File: src/rtl/uart_pkg.sv
`default_nettype none
// +--------------------------------------------------------------+
// | Package : uart_pkg                                           |
// | Dispatcher state encoding and counter width helper.          |
// | Rev     : 1.0                                                |
// +--------------------------------------------------------------+
package uart_pkg;

   typedef enum logic [1:0] {
      IDLE      = 2'd0,
      SEND      = 2'd1,
      WAIT_BUSY = 2'd2,
      WAIT_DONE = 2'd3
   } tx_state_t;

   // Bits needed to hold the values 0..n inclusive (n a power of two).
   function automatic int cnt_width(input int n);
      return $clog2(n) + 1;
   endfunction

endpackage
`default_nettype wire

File: src/rtl/sync_fifo.sv
`default_nettype none
// +--------------------------------------------------------------+
// | Module : sync_fifo                                           |
// | Byte FIFO with flush and simultaneous push/pop at full.      |
// | Rev    : 1.0                                                 |
// +--------------------------------------------------------------+
module sync_fifo
   import uart_pkg::*;
#(
   parameter int DEPTH = 8
) (
   input  logic                     clk,
   input  logic                     rst,
   input  logic [7:0]               wr_data,
   input  logic                     wr_en,
   input  logic                     pop,
   input  logic                     flush,
   input  logic                     keep_head,
   output logic [7:0]               head_data,
   output logic                     full,
   output logic                     empty,
   output logic [$clog2(DEPTH):0]   level,
   output logic                     dropped
);

   localparam int AW = $clog2(DEPTH);
   localparam logic [AW:0] c_one  = (AW+1)'(1);
   localparam logic [AW:0] c_full = (AW+1)'(DEPTH);

   logic [AW:0] r_wr_cnt;
   logic [AW:0] r_rd_cnt;
   logic [7:0]  r_mem [DEPTH];
   logic        w_push;

   assign level     = r_wr_cnt - r_rd_cnt;
   assign full      = (level == c_full);
   assign empty     = (level == '0);
   assign head_data = r_mem[r_rd_cnt[AW-1:0]];

   // A pop frees the slot the push needs, so a full FIFO still accepts then.
   assign w_push  = wr_en & ~flush & (~full | pop);
   assign dropped = wr_en & ~flush & full & ~pop;

   always_ff @(posedge clk or posedge rst) begin
      if (rst) begin
         r_wr_cnt <= '0;
         r_rd_cnt <= '0;
      end else begin
         if (pop)
            r_rd_cnt <= r_rd_cnt + c_one;
         if (flush)
            r_wr_cnt <= r_rd_cnt + {{AW{1'b0}}, keep_head};
         else if (w_push)
            r_wr_cnt <= r_wr_cnt + c_one;
      end
   end

   always_ff @(posedge clk) begin
      if (w_push)
         r_mem[r_wr_cnt[AW-1:0]] <= wr_data;
   end

endmodule
`default_nettype wire

File: src/rtl/uart_tx_fifo.sv
`default_nettype none
// +--------------------------------------------------------------+
// | Module : uart_tx_fifo                                        |
// | Byte buffer and send dispatcher ahead of the UART TX.        |
// | Rev    : 1.0                                                 |
// +--------------------------------------------------------------+
module uart_tx_fifo
   import uart_pkg::*;
#(
   parameter int DEPTH        = 8,
   parameter int SYNC_STAGES  = 2,
   parameter int BUSY_TIMEOUT = 4096
) (
   input  logic                     clk,
   input  logic                     rst,
   input  logic [7:0]               wr_data,
   input  logic                     wr_en,
   input  logic                     flush,
   input  logic                     clr_ovf,
   output logic                     full,
   output logic                     empty,
   output logic [$clog2(DEPTH):0]   level,
   output logic                     overflow,
   output logic [7:0]               tx_data,
   output logic                     tx_send,
   input  logic                     tx_ready,
   output logic                     busy
);

   localparam int TW = cnt_width(BUSY_TIMEOUT);
   localparam logic [TW-1:0] c_tmo_last = TW'(BUSY_TIMEOUT - 1);
   localparam logic [TW-1:0] c_tmo_one  = TW'(1);

   tx_state_t              r_state;
   tx_state_t              w_state_nxt;
   logic [SYNC_STAGES-1:0] r_sync;
   logic [TW-1:0]          r_tmo;
   logic [7:0]             r_tx_data;
   logic                   r_ovf;
   logic [7:0]             w_head;
   logic                   w_rdy_s;
   logic                   w_launch;
   logic                   w_pop;
   logic                   w_keep;
   logic                   w_dropped;

   sync_fifo #(
      .DEPTH     (DEPTH)
   ) u_fifo (
      .clk       (clk),
      .rst       (rst),
      .wr_data   (wr_data),
      .wr_en     (wr_en),
      .pop       (w_pop),
      .flush     (flush),
      .keep_head (w_keep),
      .head_data (w_head),
      .full      (full),
      .empty     (empty),
      .level     (level),
      .dropped   (w_dropped)
   );

   always_ff @(posedge clk or posedge rst) begin
      if (rst) begin
         r_sync <= '1;
      end else begin
         r_sync[0] <= tx_ready;
         for (int i = 1; i < SYNC_STAGES; i++)
            r_sync[i] <= r_sync[i-1];
      end
   end

   assign w_rdy_s  = r_sync[SYNC_STAGES-1];
   assign w_launch = (r_state == IDLE) & ~empty;
   assign w_pop    = (r_state == WAIT_DONE) & w_rdy_s;
   // A byte being launched this very cycle must survive a concurrent flush,
   // otherwise its later pop would underflow the pointers.
   assign w_keep   = busy | w_launch;

   assign busy     = (r_state != IDLE);
   assign tx_send  = (r_state == SEND);
   assign tx_data  = r_tx_data;
   assign overflow = r_ovf;

   always_comb begin
      w_state_nxt = r_state;
      case (r_state)
         IDLE:      if (!empty) w_state_nxt = SEND;
         SEND:      w_state_nxt = WAIT_BUSY;
         WAIT_BUSY: begin
            if (!w_rdy_s)
               w_state_nxt = WAIT_DONE;
            else if (r_tmo == c_tmo_last)
               w_state_nxt = SEND;
         end
         WAIT_DONE: if (w_rdy_s) w_state_nxt = IDLE;
         default:   w_state_nxt = IDLE;
      endcase
   end

   always_ff @(posedge clk or posedge rst) begin
      if (rst) begin
         r_state   <= IDLE;
         r_tx_data <= 8'h00;
         r_tmo     <= '0;
         r_ovf     <= 1'b0;
      end else begin
         r_state <= w_state_nxt;
         if (w_launch)
            r_tx_data <= w_head;
         if (r_state == SEND)
            r_tmo <= '0;
         else if (r_state == WAIT_BUSY)
            r_tmo <= r_tmo + c_tmo_one;
         if (w_dropped)
            r_ovf <= 1'b1;
         else if (clr_ovf)
            r_ovf <= 1'b0;
      end
   end

endmodule
`default_nettype wire

File: config.mk
export PLATFORM = sky130hd
export DESIGN_NAME = uart_tx_fifo
export DESIGN_NICKNAME = d
export VERILOG_FILES = /design/src/rtl/uart_pkg.sv /design/src/rtl/sync_fifo.sv /design/src/rtl/uart_tx_fifo.sv
export SDC_FILE = /design/constraint.sdc
export NUM_CORES = 1
export LEC_CHECK = 0
export ABC_AREA = 0
export BUFFER_PORTS_ARGS = -buffer_cell sky130_fd_sc_hd__clkbuf_2
export CELL_PAD_IN_SITES_DETAIL_PLACEMENT = 0
export CELL_PAD_IN_SITES_GLOBAL_PLACEMENT = 2
export CORE_UTILIZATION = 48
export CTS_BUF_LIST = sky130_fd_sc_hd__clkbuf_4
export CTS_CLUSTER_DIAMETER = 150
export CTS_CLUSTER_SIZE = 20
export DETAILED_ROUTE_END_ITERATION = 10
export GPL_ROUTABILITY_DRIVEN = 0
export PLACE_DENSITY_LB_ADDON = 0.05
export SETUP_SLACK_MARGIN = 0.1
export SLEW_MARGIN = 40
export SYNTH_ARGS = -nofsm -noshare
export SYNTH_HDL_FRONTEND = slang
export SYNTH_SLANG_ARGS = --single-unit
File: constraint.sdc
create_clock -name clk -period 8.11 [get_ports clk]
set_input_delay 1.622 -clock clk [delete_from_list [all_inputs] [get_ports clk]]
set_output_delay 1.622 -clock clk [all_outputs]
set_load 0.02 [all_outputs]
# Yosys cells after proc, flatten, opt, wreduce, memory -nomap -nowiden
# Memories as Yosys holds them, arrays and structs flattened. A register that Yosys moved wholly into a read port is not among the register bits.
# Index checks and enable logic that the tools add are counted.
# totals
register_bits	26
latchBits	0
ramBits	64
rom_bits	0
inputBits	14
mem_count	1
# classes
add_sub_neg	5
mul	0
n_div	0
magnitude_cmp	0
n_eq_ne	8
shift	0
mux	13
bitwise	12
reduce_logical	7
# memory_table
name	words	word_bits	rd	rd_clocked_by_memory_dff	wr	line	text
u_fifo.r_mem	8	8	1	1	1	sync_fifo.sv:32	logic [7:0] r_mem [DEPTH];
# op_table
cell	count
$mux W13	2
$add A13 B1 Y13 const B	1
$eq A13 B12 Y1 const B	1
$add A4 B1 Y4 const B	2
$mux W2	4
$mux W4	2
$pmux W2 S4	1
$reduce_bool A2 Y1	4
$and A1 B1 Y1	6
$add A4 B1 Y4	1
$eq A2 B2 Y1 const B	2
$eq A4 B4 Y1 const B	1
$logic_not A4 Y1	1
$mux W1	4
$ne A2 B2 Y1 const B	2
$not A1 Y1	4
$sub A4 B4 Y4	1
$ne A3 B3 Y1 const B	1
$reduce_and A3 Y1	1
$eq A2 B1 Y1 const B	1
$logic_not A2 Y1	1
$or A1 B1 Y1	2

# Longest topological paths before layout
# Gate-level depths: netlist of the first run.
# depth
depth_word	7
mapped_depth	15

# Hierarchy
# A second synthesis of the first run with hierarchy kept.
# unflattened
hier_cells	310
hier_area_um2	4389.2
# by_module_without_submodules
module	n_inst	cells_each	area_per_inst_um2
sync_fifo	1	183	3055.4
uart_tx_fifo	1	127	1333.8

# Worst setup path before layout of the first run
# Ideal clock, no wire load.
# synth_path
path_type	reg2out
start	reg u_fifo.r_rd_cnt[1]
end	out full
arrival_ns	2.056
required_ns	6.488
path_slack_ns	4.432
path_stages_with_launch	7
path_buffers	1
cell_sequence	dfrtp_1 > clkbuf_1 > inv_1 > fa_1 > nor2b_1 > nand2_1 > nor2_1
# synth_via
elab_chain_cells	2
# synth_rtl
element	line	text
start, declared	sync_fifo.sv:31	logic [AW:0] r_rd_cnt;
start signal, assigned	sync_fifo.sv:50	r_rd_cnt <= r_rd_cnt + c_one;
$sub A4 B4 Y4	sync_fifo.sv:35	assign level = r_wr_cnt - r_rd_cnt;
named net level[1]	uart_tx_fifo.sv:22	output logic [$clog2(DEPTH):0] level,
$eq A4 B4 Y1	sync_fifo.sv:36	assign full = (level == c_full);
end, declared	uart_tx_fifo.sv:20	output logic full,
# The timed path passes the listed nets, and every way through them passes these cells.

# Final worst setup path of the first run
# layout_path
start	reg u_fifo.r_rd_cnt[2]
end	out empty
# layout_via
elab_chain_cells	2
# layout_rtl
element	line	text
$sub A4 B4 Y4	sync_fifo.sv:35	
$logic_not A4 Y1	sync_fifo.sv:37	assign empty = (level == '0);
end, declared	uart_tx_fifo.sv:21	output logic empty,
# No other way between the ends.

==> flow_summary.ini, run 1 <==
[cts]
clkTransAtPathRegs_ps = 160
clk_latency_ps = 450
ctsHtreeMaxLevel = 3
hold_buffers = 0
clk_path_buf_depth = 2
postCtsSetupBuffers = 0
cts_tree = built
cts_resized = 0
cts_buffers = 9
root_buffer = clkbuf_4
clock_sinks = 98

[drt]
firstDrtPassIters = 4
via_count = 2440
wl_mm = 7.987
dr.first_iter.drc_count = 106
wl_per_cell_um = 17.71
viasPerCell = 5.410
post-route-drc-count = 0
ant_nets = 0

[placed_design]
port_buffers = 30
dp_hpwl_mm = 5.354
place_ws_ps = 3890
placedCellCount = 435
placed_area_um2 = 4621

[synth]
synth_fa_ha_area_frac = 0.03960
synth_mux_area_frac = 0.1197
synth_top_area_share = 0.4473
synth_flop_cell = edfxtp_1
synth_xor_area_frac = 0.02854
ys_warn_count = 0
synth_compound_area_frac = 0.04426
syn-num-nets = 329
async_flop_share = 0.3469
synthSimpleGateAreaFrac = 0.09435
synth_top_family_by_area = multiplexers
ys_types = 40
synthTopCellsByArea = edfxtp_1, dfrtp_1, mux4_2
synth_edf_count = 64
synth.largest_area_cell = edfxtp_1
postSynthAreaPerCell_um2 = 14.23
synth_cells = 302
ys_seq_area_frac = 0.6459
ys_ff_latch = 98
netlist_area_um2 = 4297

[worst_setup_path]
cp_top_family = buffers and inverters
r2r-start = u_fifo.r_rd_cnt[2]
slowest_stage = dfrtp_1
reg2reg_depth = 13
crit_chain = clkinv_1, ha_1, a21oi_1, and3_1, or2_1, inv_2, nor2_1, clkbuf_2
path_buf_inv = 3
slowest_delay_ps = 710
r2r-end = u_fifo.r_wr_cnt[2]
setup.worst_path.start_class = flip-flop
crit_type = flip-flop to output pin
r2r_setup_slack_ps = 4680
worstPathArrival_ps = 3090
end_kind = output pin
cp_data_required_time_ps = 6490
worst-path-max-fanout = 13

[hold_path]
worst_hold_startpoint = r_sync[0]
hp-class = flip-flop to flip-flop
hold_end = r_sync[1]
min_path_cells = 0

[sta]
setup_viol_count_final = 0
maxSlewHeadroom = 0.5289
slew_viol_final = 0
fin_crit_ps = 4716
whs_ps = 376.9
fin_worst_skew_ps = 17.35
fmax_ghz = 0.2120
fin_ws_ps = 3394
tightestPinTransition_ps = 705.3
rsz0062_at_grt = false
min_period_over_period = 0.5815
setup-tns-final_ps = 0
hold_violations = 0

[run]
maxCapViolations = 0

[final_layout]
drive_gt1_frac = 0.2566
fin_nets = 365
n_antenna_cell = 0
fin_area_um2 = 4750
area_growth_pct = 10.54
fillCellCount = 738
utilization = 0.5473
finalNonFillerCells = 451

[global_routing]
grt_start_max_net_pins = 35
antenna_found_initial = 0
globalRouteTotalUtil = 0.1873
gr-total-overflow = 0
grt_pass1_vias = 2404
grt_pass1_wl_mm = 13.18

[floorplanning]
design.core.area_um2 = 8678
ioPinCount = 31
die_y_um = 96.61
die_x_um = 96.61
start_util = 0.4951
dieArea_um2 = 9333
num_rows = 34

[power]
vdd_ir_drop_max_uv = 195.2
power_mw = 1.741
leakagePower_nw = 1.863
power_density_nw_per_um2 = 366.6

[run_status]
run_status = complete, no violations
==> final cells by class <==
cell class / count / area [µm²] / share of cell area
Sequential cell: 98 / 2776 / 0.5846
Clock buffer: 9 / 67.56 / 0.01423
Tap cell: 108 / 135.1 / 0.02845
Multi-Input combinational cell: 174 / 1453 / 0.3058
Timing Repair Buffer: 34 / 180.2 / 0.03793
Clock inverter: 7 / 58.81 / 0.01238
Inverter: 21 / 78.83 / 0.01660
==> sequential cells by signal, indices dropped and copies added, names as in the netlist <==
signal / count
u_fifo.r_mem: 64
r_tmo: 13
tx_data: 8
u_fifo.r_rd_cnt: 4
u_fifo.r_wr_cnt: 4
r_state: 2
r_sync: 2
overflow: 1
==> per-layer routing <==
layer | global-route usage | wire, µm
met1 | 0.2737 | 3925
met2 | 0.2833 | 3756
met3 | 0.03107 | 204
met4 | 0.07233 | 100
met5 | 0 | 0
==> cell families (layout without fill, tap and decap cells) <==
family,Yosys count,count (layout)
buffers and inverters,30,71
adder cells (fa/ha/maj),13,13
XOR/XNOR,14,14
AND/OR/NAND/NOR,89,89
multiplexers,30,30
flip-flops,98,98
AO/OA/AOI/OAI,28,28
==> cell usage after synthesis (all sizes together), types with 6 or more instances <==
master and instances:
edfxtp 64, inv 20, nand3 8, xor2 9
mux2 11, nor2 18, o21ai 8, ha 12
dfrtp 32, mux4 16, a21oi 6, nor3 7
nand2 36
==> report_power, final <==
part / internal (mW) / total [mW] / switching, mW
logic: 0.321 / 0.787 / 0.466
registers: 0.623 / 0.713 / 0.0893
clock network: 0.0688 / 0.242 / 0.173
==> worst max-delay path by stage <==
stage                             from    end  slack, ps  cells after the start
global placement    u_fifo.r_rd_cnt[2]  empty       3980                      8
detailed placement  u_fifo.r_rd_cnt[2]  empty       3890                      8
finish              u_fifo.r_rd_cnt[2]  empty       3390                      8
floorplan           u_fifo.r_rd_cnt[1]   full       4430                      6
global route        u_fifo.r_rd_cnt[2]  empty       3090                      8
CTS                 u_fifo.r_rd_cnt[2]  empty       3370                      8
==> placed cells by master, fill, tap and decap left out, types with 2 or more instances in the layout <==
| master | synthesis | layout |
|---|---|---|
| a21oi_1 | 6 | 6 |
| a31oi_1 | 4 | 4 |
| and3_1 | 5 | 5 |
| buf_4 | 1 | 4 |
| clkbuf_2 | 0 | 30 |
| clkbuf_4 | 0 | 9 |
| clkinv_1 | 1 | 2 |
| clkinv_4 | 0 | 2 |
| dfrtp_1 | 32 | 31 |
| dfstp_2 | 2 | 2 |
| edfxtp_1 | 64 | 64 |
| ha_1 | 12 | 12 |
| inv_1 | 19 | 19 |
| inv_6 | 0 | 3 |
| mux2_2 | 11 | 11 |
| mux2i_1 | 3 | 3 |
| mux4_2 | 16 | 16 |
| nand2_1 | 36 | 36 |
| nand3_1 | 8 | 8 |
| nand3b_1 | 2 | 2 |
| nand4_1 | 4 | 4 |
| nor2_1 | 18 | 16 |
| nor2_2 | 0 | 2 |
| nor2b_1 | 4 | 4 |
| nor3_1 | 7 | 3 |
| nor3_4 | 0 | 4 |
| o21ai_0 | 7 | 6 |
| o22ai_1 | 3 | 3 |
| or3_1 | 3 | 3 |
| xnor2_1 | 5 | 5 |
| xor2_1 | 9 | 9 |
(Power assumes the default switching activity.)
==> inputs of run 2 (changes only) <==
- ABC_AREA: 0 -> 1
- CORE_UTILIZATION: 48 -> 40
- clock period: 8.11 -> 4.5 ns (I/O delays scaled with it)
==> flow_summary.ini, run 2 <==
[run_status]
run_status = complete, no violations

[worst_setup_path]
slowest_delay_ps = 630
crit_type = flip-flop to output pin
crit_chain = inv_2, fa_1, or2_0, nor2_2, inv_2, nor2_1, clkbuf_2
worstPathArrival_ps = 2810
worst-path-max-fanout = 27
setup.worst_path.start_class = flip-flop
cp_data_required_time_ps = 3600
path_common_cell = inv_2
cp_top_family = flip-flops
path_buf_inv = 3
end_kind = output pin
slowest_stage = dfrtp_1

[global_routing]
grt_pass1_vias = 2873
busiest_layer = met1
antenna_found_initial = 0
gr-usage-met2 = 0.2482
use_met3 = 0.03087
grt_pass1_wl_mm = 15.48
gr-total-overflow = 0
grt_start_max_net_pins = 38
globalRouteTotalUtil = 0.1815
gr-usage-met1 = 0.2877

[sta]
fin_worst_skew_ps = 14.04
fmax_ghz = 0.2698
setup_viol_count_final = 0
hold_violations = 0
min_period_over_period = 0.8237
setup-tns-final_ps = 0
maxSlewHeadroom = 0.5003
slew_viol_final = 0
fin_crit_ps = 3707
rsz0062_at_grt = false
tightestPinTransition_ps = 746.8

[placed_design]
placed_area_um2 = 4747
dp_hpwl_mm = 6.789
port_buffers = 30
placedCellCount = 612

[drt]
wl_per_cell_um = 15.26
firstDrtPassIters = 4
ant_nets = 0
via_count = 3013
post-route-drc-count = 0
viasPerCell = 4.798
wl_mm = 9.583
dr.first_iter.drc_count = 243

[power]
switchingPower_mw = 1.389
power_frac_clock = 0.167
power_mw = 3.121
vdd_ir_drop_max_uv = 238.6
combPwrFrac = 0.442
power_density_nw_per_um2 = 636.5
pwr-share-seq = 0.392
switching_share = 0.4450
internal_power_mw = 1.732
leakagePower_nw = 2.082

[final_layout]
area_growth_pct = 9.745
layout_common_cells = nand2_1, nor2_1, edfxtp_1, o21ai_0, inv_1
n_antenna_cell = 0
final_common_cell = nand2_1
fin_nets = 510
utilization = 0.4523
fin_area_um2 = 4903
drive_gt1_frac = 0.1332
largest_reg_flops = 64
finalNonFillerCells = 628

[floorplanning]
num_rows = 38
start_util = 0.4122
ioPinCount = 31
die_x_um = 107.7
dieArea_um2 = 11600
die_y_um = 107.7
design.core.area_um2 = 10840

[synth]
synth_flop_cell = edfxtp_1
synth_commonest_cells = nand2_1, nor2_1, edfxtp_1
synth_cells = 452
synthMostInstantiatedCell = nand2_1
synth_edf_count = 64
ys_warn_count = 0
async_flop_share = 0.3469
syn-num-nets = 479
synthTopCellsByArea = edfxtp_1, dfrtp_1, nand2_1
netlist_area_um2 = 4468
synth.largest_area_cell = edfxtp_1
synth_top_area_share = 0.4301
ys_ff_latch = 98
ys_types = 35
postSynthAreaPerCell_um2 = 9.885
ys_seq_area_frac = 0.6211

[cts]
cts_tree = built
clkTransAtPathRegs_ps = 160
hold_buffers = 0
clk_path_buf_depth = 2
clk_latency_ps = 460
clock_sinks = 98
cts_buffers = 9
cts_resized = 0
postCtsSetupBuffers = 0
ctsHtreeMaxLevel = 3
root_buffer = clkbuf_4

[hold_path]
hp-class = flip-flop to flip-flop

[run]
maxCapViolations = 0
-- run 2: changes by cell type after synthesis, moves of 5 or more --
cell,previous run,this run
mux2_2,11,0
nand3_1,8,15
inv_1,19,36
nand2_1,36,96
mux4_2,16,0
nor2_1,18,83
and3_1,5,0
o21ai_0,7,53
buf_2,2,8
-- run 2: through the flow --
| stage | hold WS [ps] | setup WS (ps) |
|---|---|---|
| after floorplan | 345.2 | 1502 |
| after global placement | 346.0 | 1314 |
| after detailed placement | 349.1 | 1297 |
| after CTS | 370.2 | 754.3 |
| after global routing | 373.3 | 571.5 |
| final | 368.3 | 793.2 |
-- run 2: cell families (layout without fill, tap and decap cells) --
family,Yosys count,count (layout),share of synthesized area
compound gates,65,65,0.07617
xor+xnor,9,9,0.01764
fa+ha+maj,13,13,0.03808
buf+inv,53,89,0.04872
flops,98,98,0.6211
mux,1,1,0.002240
simple gates,213,213,0.1960
-- run 2: final timing paths --
check,to,slack [ps],start,depth (start not counted)
setup / recovery,empty,790,u_fifo.r_rd_cnt[1],7
hold / removal,r_sync[1],370,r_sync[0],0
setup reg to reg,u_fifo.r_wr_cnt[2],1320,u_fifo.r_rd_cnt[1],13
hold reg to reg,r_sync[1],370,r_sync[0],0
max in group asynchronous,r_sync[0],3660,rst,3
min in group asynchronous,u_fifo.r_wr_cnt[0],490,rst,3
-- run 2: final cells by class --
class	count	area, µm²
Sequential cell	98	2775
Clock buffer	9	67.56
Fill cell	1044	5937
Clock inverter	7	88.84
Tap cell	140	175.2
Multi-Input combinational cell	301	1478
Timing Repair Buffer	32	165.2
Inverter	41	153.9
-- run 2: worst reg2reg max path: stages (launching register included) --
cell and delay [ps]:
dfrtp_1 630, inv_2 320, fa_1 560, or2_0 240, nor2_2 170, inv_2 70, nor2_1 170, nand2_2 110
ha_1 210, ha_1 190, xnor2_1 200, o21ai_0 100, nand2_1 80, nand2_1 40
-- run 2: per-layer routing --
| metal | vias up | wire length (µm) |
|---|---|---|
| met5 | - | 0 |
| met1 | 1392 | 5037 |
| met3 | 9 | 361 |
| met4 | 0 | 110 |
| met2 | 56 | 4072 |
| li1 | 1556 | - |
-- run 2: power groups by stage --
stage                     Sequential, mW  Clock [mW]  Combinational [mW]
final                               1.22       0.520                1.38
after global routing                1.24       0.570                1.60
after CTS                           1.22       0.537                1.40
after detailed placement            1.24           0                1.40
after global placement              1.24           0                1.40
after floorplan                     1.25           0                1.02
